===== src/rtl/uart_pkg.sv =====
// uart_pkg: shared definitions for the uart_ext block.
//   - parity mode encodings (2'b11 is treated as no parity)
//   - TX / RX state enums
//   - RX FIFO entry {ferr, perr, data}; data is sized for the widest frame
//     (9 bits) and narrower words are LSB-justified with zero fill.
package uart_pkg;

  localparam logic [1:0] PAR_NONE = 2'b00;
  localparam logic [1:0] PAR_EVEN = 2'b01;
  localparam logic [1:0] PAR_ODD  = 2'b10;

  localparam int MAX_DATA_BITS = 9;

  typedef enum logic [2:0] {
    TX_IDLE, TX_START, TX_DATA, TX_PAR, TX_STOP
  } tx_state_e;

  typedef enum logic [2:0] {
    RX_IDLE, RX_START, RX_DATA, RX_PAR, RX_STOP
  } rx_state_e;

  typedef struct packed {
    logic                     ferr;
    logic                     perr;
    logic [MAX_DATA_BITS-1:0] data;
  } rx_entry_t;

  // Parity bit present on the wire for this mode.
  function automatic logic par_en(input logic [1:0] mode);
    return (mode == PAR_EVEN) || (mode == PAR_ODD);
  endfunction

endpackage


===== src/rtl/uart_baud_gen.sv =====
// uart_baud_gen: baud tick prescaler.
//   clk_i, rst_i   : clock, synchronous active-high reset
//   restart_i      : zero the counter and latch compare_i as the divisor
//   compare_i      : divisor; one tick every compare_i+1 clocks
//   tick_o         : one-cycle baud tick
// The divisor is latched on restart so a frame in flight is unaffected by
// software changing the rate mid-frame.
module uart_baud_gen (
  input  logic        clk_i,
  input  logic        rst_i,
  input  logic        restart_i,
  input  logic [15:0] compare_i,
  output logic        tick_o
);

  logic [15:0] cnt_q, cnt_d;
  logic [15:0] cmp_q, cmp_d;

  always_comb begin
    cmp_d = cmp_q;
    cnt_d = cnt_q + 16'd1;
    if (restart_i) begin
      cmp_d = compare_i;
      cnt_d = '0;
    end else if (cnt_q == cmp_q) begin
      cnt_d = '0;
    end
  end

  always_ff @(posedge clk_i) begin
    if (rst_i) begin
      cnt_q <= '0;
      cmp_q <= '0;
    end else begin
      cnt_q <= cnt_d;
      cmp_q <= cmp_d;
    end
  end

  assign tick_o = (cnt_q == cmp_q);

endmodule


===== src/rtl/uart_ext.sv =====
// uart_ext: UART with configurable width, runtime parity / stop selection,
// oversampled receiver with false-start rejection and an FWFT RX FIFO.
//   clk_i, rst_i        : clock, synchronous active-high reset
//   compare             : baud divisor (tick every compare+1 clocks)
//   parity_mode_i       : 00 none, 01 even, 10 odd, 11 none
//   stop2_i             : two TX stop bits
//   rx_i / tx_o         : serial pins (tx_o idles high)
//   tx_data_i/valid/ready: TX word handshake
//   rx_data/perr/ferr/valid_o, rx_pop_i : FIFO head and pop
//   rx_overflow_o, rx_ovf_clr_i         : sticky overflow flag and clear
module uart_ext
  import uart_pkg::*;
#(
  parameter int DATA_BITS  = 8,
  parameter int OVERSAMPLE = 16,
  parameter int FIFO_DEPTH = 8
) (
  input  logic                 clk_i,
  input  logic                 rst_i,
  input  logic [15:0]          compare,
  input  logic [1:0]           parity_mode_i,
  input  logic                 stop2_i,
  input  logic                 rx_i,
  output logic                 tx_o,
  input  logic [DATA_BITS-1:0] tx_data_i,
  input  logic                 tx_valid_i,
  output logic                 tx_ready_o,
  output logic [DATA_BITS-1:0] rx_data_o,
  output logic                 rx_perr_o,
  output logic                 rx_ferr_o,
  output logic                 rx_valid_o,
  input  logic                 rx_pop_i,
  output logic                 rx_overflow_o,
  input  logic                 rx_ovf_clr_i
);

  localparam int OSW = $clog2(OVERSAMPLE);
  localparam int AW  = $clog2(FIFO_DEPTH);
  localparam logic [OSW-1:0] OS_LAST = OSW'(OVERSAMPLE - 1);
  localparam logic [OSW-1:0] OS_HALF = OSW'(OVERSAMPLE / 2 - 1);
  localparam logic [3:0]     BIT_LAST = 4'(DATA_BITS - 1);

  // ---------------- TX ----------------
  tx_state_e             tx_state_q, tx_state_d;
  logic [DATA_BITS-1:0]  tx_sh_q, tx_sh_d;
  logic [3:0]            tx_bit_q, tx_bit_d;
  logic [OSW-1:0]        tx_os_q, tx_os_d;
  logic                  tx_par_q, tx_par_d;
  logic                  tx_pen_q, tx_pen_d;
  logic                  tx_stop2_q, tx_stop2_d;
  logic                  tx_q, tx_d;
  logic                  tx_restart, tx_tick;

  uart_baud_gen u_tx_baud (
    .clk_i     (clk_i),
    .rst_i     (rst_i),
    .restart_i (tx_restart),
    .compare_i (compare),
    .tick_o    (tx_tick)
  );

  always_comb begin
    tx_state_d = tx_state_q;
    tx_sh_d    = tx_sh_q;
    tx_bit_d   = tx_bit_q;
    tx_os_d    = tx_os_q;
    tx_par_d   = tx_par_q;
    tx_pen_d   = tx_pen_q;
    tx_stop2_d = tx_stop2_q;
    tx_d       = tx_q;
    tx_restart = 1'b0;
    if (tx_state_q == TX_IDLE) begin
      if (tx_valid_i) begin
        tx_restart = 1'b1;
        tx_state_d = TX_START;
        tx_sh_d    = tx_data_i;
        tx_pen_d   = par_en(parity_mode_i);
        tx_par_d   = (^tx_data_i) ^ (parity_mode_i == PAR_ODD);
        tx_stop2_d = stop2_i;
        tx_os_d    = '0;
        tx_bit_d   = '0;
        tx_d       = 1'b0;
      end
    end else if (tx_tick) begin
      tx_os_d = tx_os_q + 1'b1;
      // Line changes only at the end of the last tick of a bit.
      if (tx_os_q == OS_LAST) begin
        tx_os_d = '0;
        case (tx_state_q)
          TX_START: begin
            tx_state_d = TX_DATA;
            tx_d       = tx_sh_q[0];
            tx_sh_d    = tx_sh_q >> 1;
          end
          TX_DATA: begin
            if (tx_bit_q == BIT_LAST) begin
              tx_bit_d = '0;
              if (tx_pen_q) begin
                tx_state_d = TX_PAR;
                tx_d       = tx_par_q;
              end else begin
                tx_state_d = TX_STOP;
                tx_d       = 1'b1;
              end
            end else begin
              tx_bit_d = tx_bit_q + 4'd1;
              tx_d     = tx_sh_q[0];
              tx_sh_d  = tx_sh_q >> 1;
            end
          end
          TX_PAR: begin
            tx_state_d = TX_STOP;
            tx_bit_d   = '0;
            tx_d       = 1'b1;
          end
          TX_STOP: begin
            if (tx_stop2_q && (tx_bit_q == 4'd0)) begin
              tx_bit_d = 4'd1;
            end else begin
              tx_state_d = TX_IDLE;
            end
            tx_d = 1'b1;
          end
          default: tx_state_d = TX_IDLE;
        endcase
      end
    end
  end

  always_ff @(posedge clk_i) begin
    if (rst_i) begin
      tx_state_q <= TX_IDLE;
      tx_sh_q    <= '0;
      tx_bit_q   <= '0;
      tx_os_q    <= '0;
      tx_par_q   <= 1'b0;
      tx_pen_q   <= 1'b0;
      tx_stop2_q <= 1'b0;
      tx_q       <= 1'b1;
    end else begin
      tx_state_q <= tx_state_d;
      tx_sh_q    <= tx_sh_d;
      tx_bit_q   <= tx_bit_d;
      tx_os_q    <= tx_os_d;
      tx_par_q   <= tx_par_d;
      tx_pen_q   <= tx_pen_d;
      tx_stop2_q <= tx_stop2_d;
      tx_q       <= tx_d;
    end
  end

  assign tx_o       = tx_q;
  assign tx_ready_o = (tx_state_q == TX_IDLE);

  // ---------------- RX ----------------
  rx_state_e             rx_state_q, rx_state_d;
  logic                  rx_s1_q, rx_s2_q, rx_prev_q;
  logic [DATA_BITS-1:0]  rx_sh_q, rx_sh_d;
  logic [3:0]            rx_bit_q, rx_bit_d;
  logic [OSW-1:0]        rx_os_q, rx_os_d;
  logic                  rx_pen_q, rx_pen_d;
  logic                  rx_podd_q, rx_podd_d;
  logic                  rx_par_q, rx_par_d;
  logic                  rx_restart, rx_tick, rx_fall;
  logic                  push;
  rx_entry_t             push_entry;

  uart_baud_gen u_rx_baud (
    .clk_i     (clk_i),
    .rst_i     (rst_i),
    .restart_i (rx_restart),
    .compare_i (compare),
    .tick_o    (rx_tick)
  );

  assign rx_fall = rx_prev_q & ~rx_s2_q;

  always_comb begin
    rx_state_d = rx_state_q;
    rx_sh_d    = rx_sh_q;
    rx_bit_d   = rx_bit_q;
    rx_os_d    = rx_os_q;
    rx_pen_d   = rx_pen_q;
    rx_podd_d  = rx_podd_q;
    rx_par_d   = rx_par_q;
    rx_restart = 1'b0;
    push       = 1'b0;
    push_entry = '0;
    push_entry.data[DATA_BITS-1:0] = rx_sh_q;
    push_entry.perr = rx_pen_q & (rx_par_q != ((^rx_sh_q) ^ rx_podd_q));
    push_entry.ferr = ~rx_s2_q;
    if (rx_state_q == RX_IDLE) begin
      if (rx_fall) begin
        rx_restart = 1'b1;
        rx_state_d = RX_START;
        rx_os_d    = '0;
        rx_bit_d   = '0;
        rx_pen_d   = par_en(parity_mode_i);
        rx_podd_d  = (parity_mode_i == PAR_ODD);
      end
    end else if (rx_tick) begin
      rx_os_d = rx_os_q + 1'b1;
      case (rx_state_q)
        RX_START: begin
          // Half a bit in: a high line means the edge was a glitch.
          if (rx_os_q == OS_HALF) begin
            rx_os_d    = '0;
            rx_state_d = rx_s2_q ? RX_IDLE : RX_DATA;
          end
        end
        RX_DATA: begin
          if (rx_os_q == OS_LAST) begin
            rx_os_d = '0;
            rx_sh_d = {rx_s2_q, rx_sh_q[DATA_BITS-1:1]};
            if (rx_bit_q == BIT_LAST) begin
              rx_state_d = rx_pen_q ? RX_PAR : RX_STOP;
            end else begin
              rx_bit_d = rx_bit_q + 4'd1;
            end
          end
        end
        RX_PAR: begin
          if (rx_os_q == OS_LAST) begin
            rx_os_d    = '0;
            rx_par_d   = rx_s2_q;
            rx_state_d = RX_STOP;
          end
        end
        RX_STOP: begin
          // Only the first stop bit is checked; idle afterwards so a
          // following start edge is caught even with one stop bit.
          if (rx_os_q == OS_LAST) begin
            push       = 1'b1;
            rx_state_d = RX_IDLE;
          end
        end
        default: rx_state_d = RX_IDLE;
      endcase
    end
  end

  always_ff @(posedge clk_i) begin
    if (rst_i) begin
      rx_state_q <= RX_IDLE;
      rx_s1_q    <= 1'b1;
      rx_s2_q    <= 1'b1;
      rx_prev_q  <= 1'b1;
      rx_sh_q    <= '0;
      rx_bit_q   <= '0;
      rx_os_q    <= '0;
      rx_pen_q   <= 1'b0;
      rx_podd_q  <= 1'b0;
      rx_par_q   <= 1'b0;
    end else begin
      rx_state_q <= rx_state_d;
      rx_s1_q    <= rx_i;
      rx_s2_q    <= rx_s1_q;
      rx_prev_q  <= rx_s2_q;
      rx_sh_q    <= rx_sh_d;
      rx_bit_q   <= rx_bit_d;
      rx_os_q    <= rx_os_d;
      rx_pen_q   <= rx_pen_d;
      rx_podd_q  <= rx_podd_d;
      rx_par_q   <= rx_par_d;
    end
  end

  // ---------------- RX FIFO (first-word fall-through) ----------------
  rx_entry_t       mem_q [FIFO_DEPTH];
  logic [AW-1:0]   wptr_q, rptr_q;
  logic [AW:0]     cnt_q;
  logic            ovf_q;
  logic            pop, full, wr, ovf_set;
  rx_entry_t       head;

  assign pop     = rx_pop_i && (cnt_q != '0);
  assign full    = (cnt_q == (AW+1)'(FIFO_DEPTH));
  // A pop in the same cycle frees the slot the push needs.
  assign wr      = push && (!full || pop);
  assign ovf_set = push && full && !pop;

  always_ff @(posedge clk_i) begin
    if (rst_i) begin
      wptr_q <= '0;
      rptr_q <= '0;
      cnt_q  <= '0;
      ovf_q  <= 1'b0;
    end else begin
      if (wr)  wptr_q <= wptr_q + 1'b1;
      if (pop) rptr_q <= rptr_q + 1'b1;
      cnt_q <= cnt_q + (AW+1)'(wr) - (AW+1)'(pop);
      // A new overflow wins over a simultaneous clear.
      ovf_q <= ovf_set | (ovf_q & ~rx_ovf_clr_i);
    end
  end

  always_ff @(posedge clk_i) begin
    if (wr) mem_q[wptr_q] <= push_entry;
  end

  assign head          = mem_q[rptr_q];
  assign rx_valid_o    = (cnt_q != '0);
  assign rx_data_o     = rx_valid_o ? head.data[DATA_BITS-1:0] : '0;
  assign rx_perr_o     = rx_valid_o & head.perr;
  assign rx_ferr_o     = rx_valid_o & head.ferr;
  assign rx_overflow_o = ovf_q;

endmodule


===== config.mk =====
export PLATFORM = sky130hd
export DESIGN_NAME = uart_ext
export DESIGN_NICKNAME = d
export VERILOG_FILES = /design/src/rtl/uart_pkg.sv /design/src/rtl/uart_baud_gen.sv /design/src/rtl/uart_ext.sv
export SDC_FILE = /design/constraint.sdc
export NUM_CORES = 1
export LEC_CHECK = 0
export ABC_AREA = 1
export CAP_MARGIN = 20
export CORE_AREA = 2 2 152 169
export CTS_CLUSTER_DIAMETER = 80
export DETAILED_ROUTE_END_ITERATION = 12
export DIE_AREA = 0 0 154 171
export GPL_TIMING_DRIVEN = 0
export SLEW_MARGIN = 20
export SYNTH_ARGS = -nofsm -noshare
export SYNTH_HDL_FRONTEND = slang
export SYNTH_HIERARCHICAL = 1
export SYNTH_SLANG_ARGS = --single-unit

===== constraint.sdc =====
create_clock -name clk_i -period 2.7 [get_ports clk_i]
set_clock_uncertainty 0.15 [all_clocks]
set_input_delay 0.27 -clock clk_i [delete_from_list [all_inputs] [get_ports clk_i]]
set_output_delay 0.27 -clock clk_i [all_outputs]
set_load 0.01 [all_outputs]

==> flow_metrics.env <==
export IMPL_min_path_type="in2reg"
export IMPL_root_buffer="clkbuf_16"
export IMPL_tightest_slew_ps=623
export IMPL_muxShareOfSynthArea_pct=1.03
export IMPL_antenna_found_initial=0
export IMPL_start_util_pct=39.1
export IMPL_layout_drive_gt1_share_pct=11.2
export IMPL_drv_slew=0
export IMPL_cp_arrival_ps=2220
export IMPL_power_density_mw_per_mm2=780
export IMPL_switching_share_pct=30.6
export IMPL_yosysSeqAreaShare_pct=50.8
export IMPL_worst_path_max_fanout=10
export IMPL_antenna_left=0
export IMPL_yosysTopAreaCellShare_pct=26.0
export IMPL_synth_seq_cells=206
export IMPL_num_rows=61
export IMPL_n_antenna_cell=0
export IMPL_cts_hold_buf=0
export IMPL_grt_first_pass_wirelength_mm=36.8
export IMPL_yosys_area_share_xor_xnor_pct=2.89
export IMPL_clkTransAtPathRegs_ps=60
export IMPL_syn_to_final_growth_pct=21.2
export IMPL_maxCapViolCount=0
export IMPL_hold_viol_final=0
export IMPL_synthTopCellsByArea="dfxtp_1 (26%), edfxtp_1 (25%), nand2_1 (10%), nor2_1 (9.1%), inv_1 (4.8%)"
export IMPL_relSlewSlack_pct=58.5
export IMPL_seqPwrFrac_pct=39.2
export IMPL_cts_tree="built"
export IMPL_die_w_um=154
export IMPL_met1_length_mm=9.81
export IMPL_viasPerCell=4.79
export IMPL_h_tree_depth=1
export IMPL_met3WireLength_um=921
export IMPL_synth_simple_gate_area_share_pct=26.4
export IMPL_wl_mm=22.0
export IMPL_clockBufferDepth=3
export IMPL_fin_crit_sh_pct=97.9
export IMPL_final_cell_mix="nand2_1 (260), nor2_1 (232), inv_1 (123), dfxtp_1 (112), o21ai_0 (82)"
export IMPL_status="completed"
export IMPL_rsz0062_at_grt="true"
export IMPL_syn_area_per_cell_um2=8.03
export IMPL_gp_congestion=0.821
export IMPL_setup_violations_final=0
export IMPL_top_layer="met4"
export IMPL_dieArea_mm2=0.0263
export IMPL_yosysWarnings=6
export IMPL_gr_total_overflow=0
export IMPL_ios=47
export IMPL_cp_end_kind="output port"
export IMPL_track_usage_pct=17.1
export IMPL_layout_commonest_cell="nand2_1"
export IMPL_grt_pass1_vias=7617
export IMPL_cp_start_kind="flop"
export IMPL_p_leak_nw=4.88
export IMPL_grt_max_degree=14
export IMPL_dr_total_vias=7782
export IMPL_yosysTopAreaCell="dfxtp_1"
export IMPL_nNetsFinal=1339
export IMPL_core_mm2=0.0248
export IMPL_vdd_drop_max_v=0.000412
export IMPL_syn_inst=1208
export IMPL_synth_top_family_by_area="simple AND/OR/NAND/NOR gates"
export IMPL_setup_tns_ps=0
export IMPL_clk_latency_ps=530
export IMPL_p_comb_share_pct=23.8
export IMPL_fill_cells=2436
export IMPL_drcViolationCount=0
export IMPL_die_h_um=171
export IMPL_p_sw_mw=2.80
export IMPL_drt_iter0_drc=336
export IMPL_synth_fa_ha_area_share_pct=2.14
export IMPL_portBuffers=46
export IMPL_met2_length_mm=10.9
export IMPL_rrSetupSlack_ps=150
export IMPL_synthArstFlopShare_pct=0
export IMPL_cts_sinks=206
export IMPL_p_int_mw=6.37
export IMPL_min_period_ps=2640
export IMPL_synth_edff_count=80
export IMPL_worstSetupPathType="reg2out"
export IMPL_dp_slack_ps=-354
export IMPL_ys_types=39
export IMPL_dp_hpwl_mm=15.4
export IMPL_fin_ws_ps=57.5
export IMPL_synth_nets=1257
export IMPL_drt_wirelength_per_cell_um=13.6
export IMPL_required_ps=2280
export IMPL_synth_compound_area_share_pct=9.80
export IMPL_dr_pass1_iters=5
export IMPL_synthFlopType="dfxtp_1"
export IMPL_fmax_mhz=378
export IMPL_syn_cell_area_mm2=0.00970
export IMPL_numCtsBuffers=24
export IMPL_hold_ws_ps=205
export IMPL_pwr_share_clk_pct=37.0
power by group through the flow:
stage / sequential, mW / clock (mW) / combinational, mW
2_1_floorplan: 3.61 / 0 / 1.49
3_3_place_gp: 3.65 / 0 / 2.05
3_5_place_dp: 3.65 / 0 / 2.07
4_1_cts: 3.60 / 3.49 / 2.16
5_1_grt: 3.63 / 3.60 / 2.51
6_report: 3.60 / 3.39 / 2.18
registers in the layout, summed over array words and instances, names as in the netlist, 3 cells and up, named ones only:
| name | count |
|---|---|
| tx_bit_q | 4 |
| tx_os_q | 4 |
| rx_sh_q | 8 |
| u_tx_baud/cmp_q | 16 |
| rx_state_q | 3 |
| u_rx_baud/cmp_q | 16 |
| wptr_q | 3 |
| tx_sh_q | 8 |
| u_rx_baud/cnt_q | 16 |
| rx_bit_q | 4 |
| rx_os_q | 4 |
| tx_state_q | 3 |
| u_tx_baud/cnt_q | 16 |
| mem_q | 80 |
| cnt_q | 4 |
| rptr_q | 3 |
area by class of cell:
cell class	instances	area [um^2]	share of cell area, %
flip-flops and latches	206	4950	42.1
multi-input cells	832	4220	35.9
clock buffers	31	647	5.50
repair buffers	56	624	5.31
inverters	138	526	4.47
well taps	315	394	3.35
plain buffers	32	214	1.82
clock inverters	13	189	1.61
cells by family (layout without fill, tap and decap cells):
family                     Yosys count  after routing
muxes                               10             10
buffers and inverters              170            270
AOI/OAI and AO/OA                  173            173
adders and majority gates           16             16
DFF                                206            206
xor gates and xnor gates            32             32
and+or+nand+nor                    601            601
synth_stat cells, drive strengths merged, types with 10 or more instances:
| master | n |
|---|---|
| o22ai | 10 |
| edfxtp | 80 |
| nand2 | 276 |
| inv | 137 |
| nand4 | 11 |
| o21ai | 97 |
| nor3 | 19 |
| nor2 | 250 |
| a211oi | 29 |
| clkbuf | 24 |
| ha | 15 |
| nand3 | 36 |
| xor2 | 25 |
| mux2i | 10 |
| dfxtp | 126 |
| a21oi | 37 |
final timing paths:
kind	from	to	depth (start not counted)
min	stop2_i	tx_stop2_q$_SDFFE_PP0P_	3
max	flop	rx_perr_o	6
max reg2reg	u_rx_baud/cnt_q[14]$_SDFF_PP0_	cnt_q[2]$_SDFF_PP0_	17
min reg2reg	rx_s1_q$_SDFF_PP1_	rx_s2_q$_SDFF_PP1_	1
metrics by stage:
| step | cells | area [um^2] | utilization, % | power [mW] |
|---|---|---|---|---|
| floorplan | 1208 | 9700 | - | 5.10 |
| global placement | 1569 | 10600 | 42.6 | 5.70 |
| detailed placement | 1571 | 10600 | 42.8 | 5.72 |
| CTS | 1622 | 11700 | 47.1 | 9.25 |
| global route | 1623 | 11800 | 47.4 | 9.74 |
| finish | 1623 | 11800 | 47.4 | 9.17 |
critical path: stages (launching register included):
cell and delay (ps):
dfxtp_2 380, clkbuf_2 230, o21ai_0 110, o22ai_1 160, nor2_1 90, nor2_1 180
clkdlybuf4s50_1 560
timing repair:
action                     4_1_cts  5_1_grt
setup endpoints to repair       89       90
buffers inserted                 7        1
pin swaps                        8        2
gates resized for setup         43       37
metal layers:
layer	up-vias	track usage, %
met1	3555	21.1
li1	4076	-
met2	128	31.5
met3	23	2.53
met5	-	0
met4	0	4.35
No activity file was read; power rests on OpenSTA's default activity.
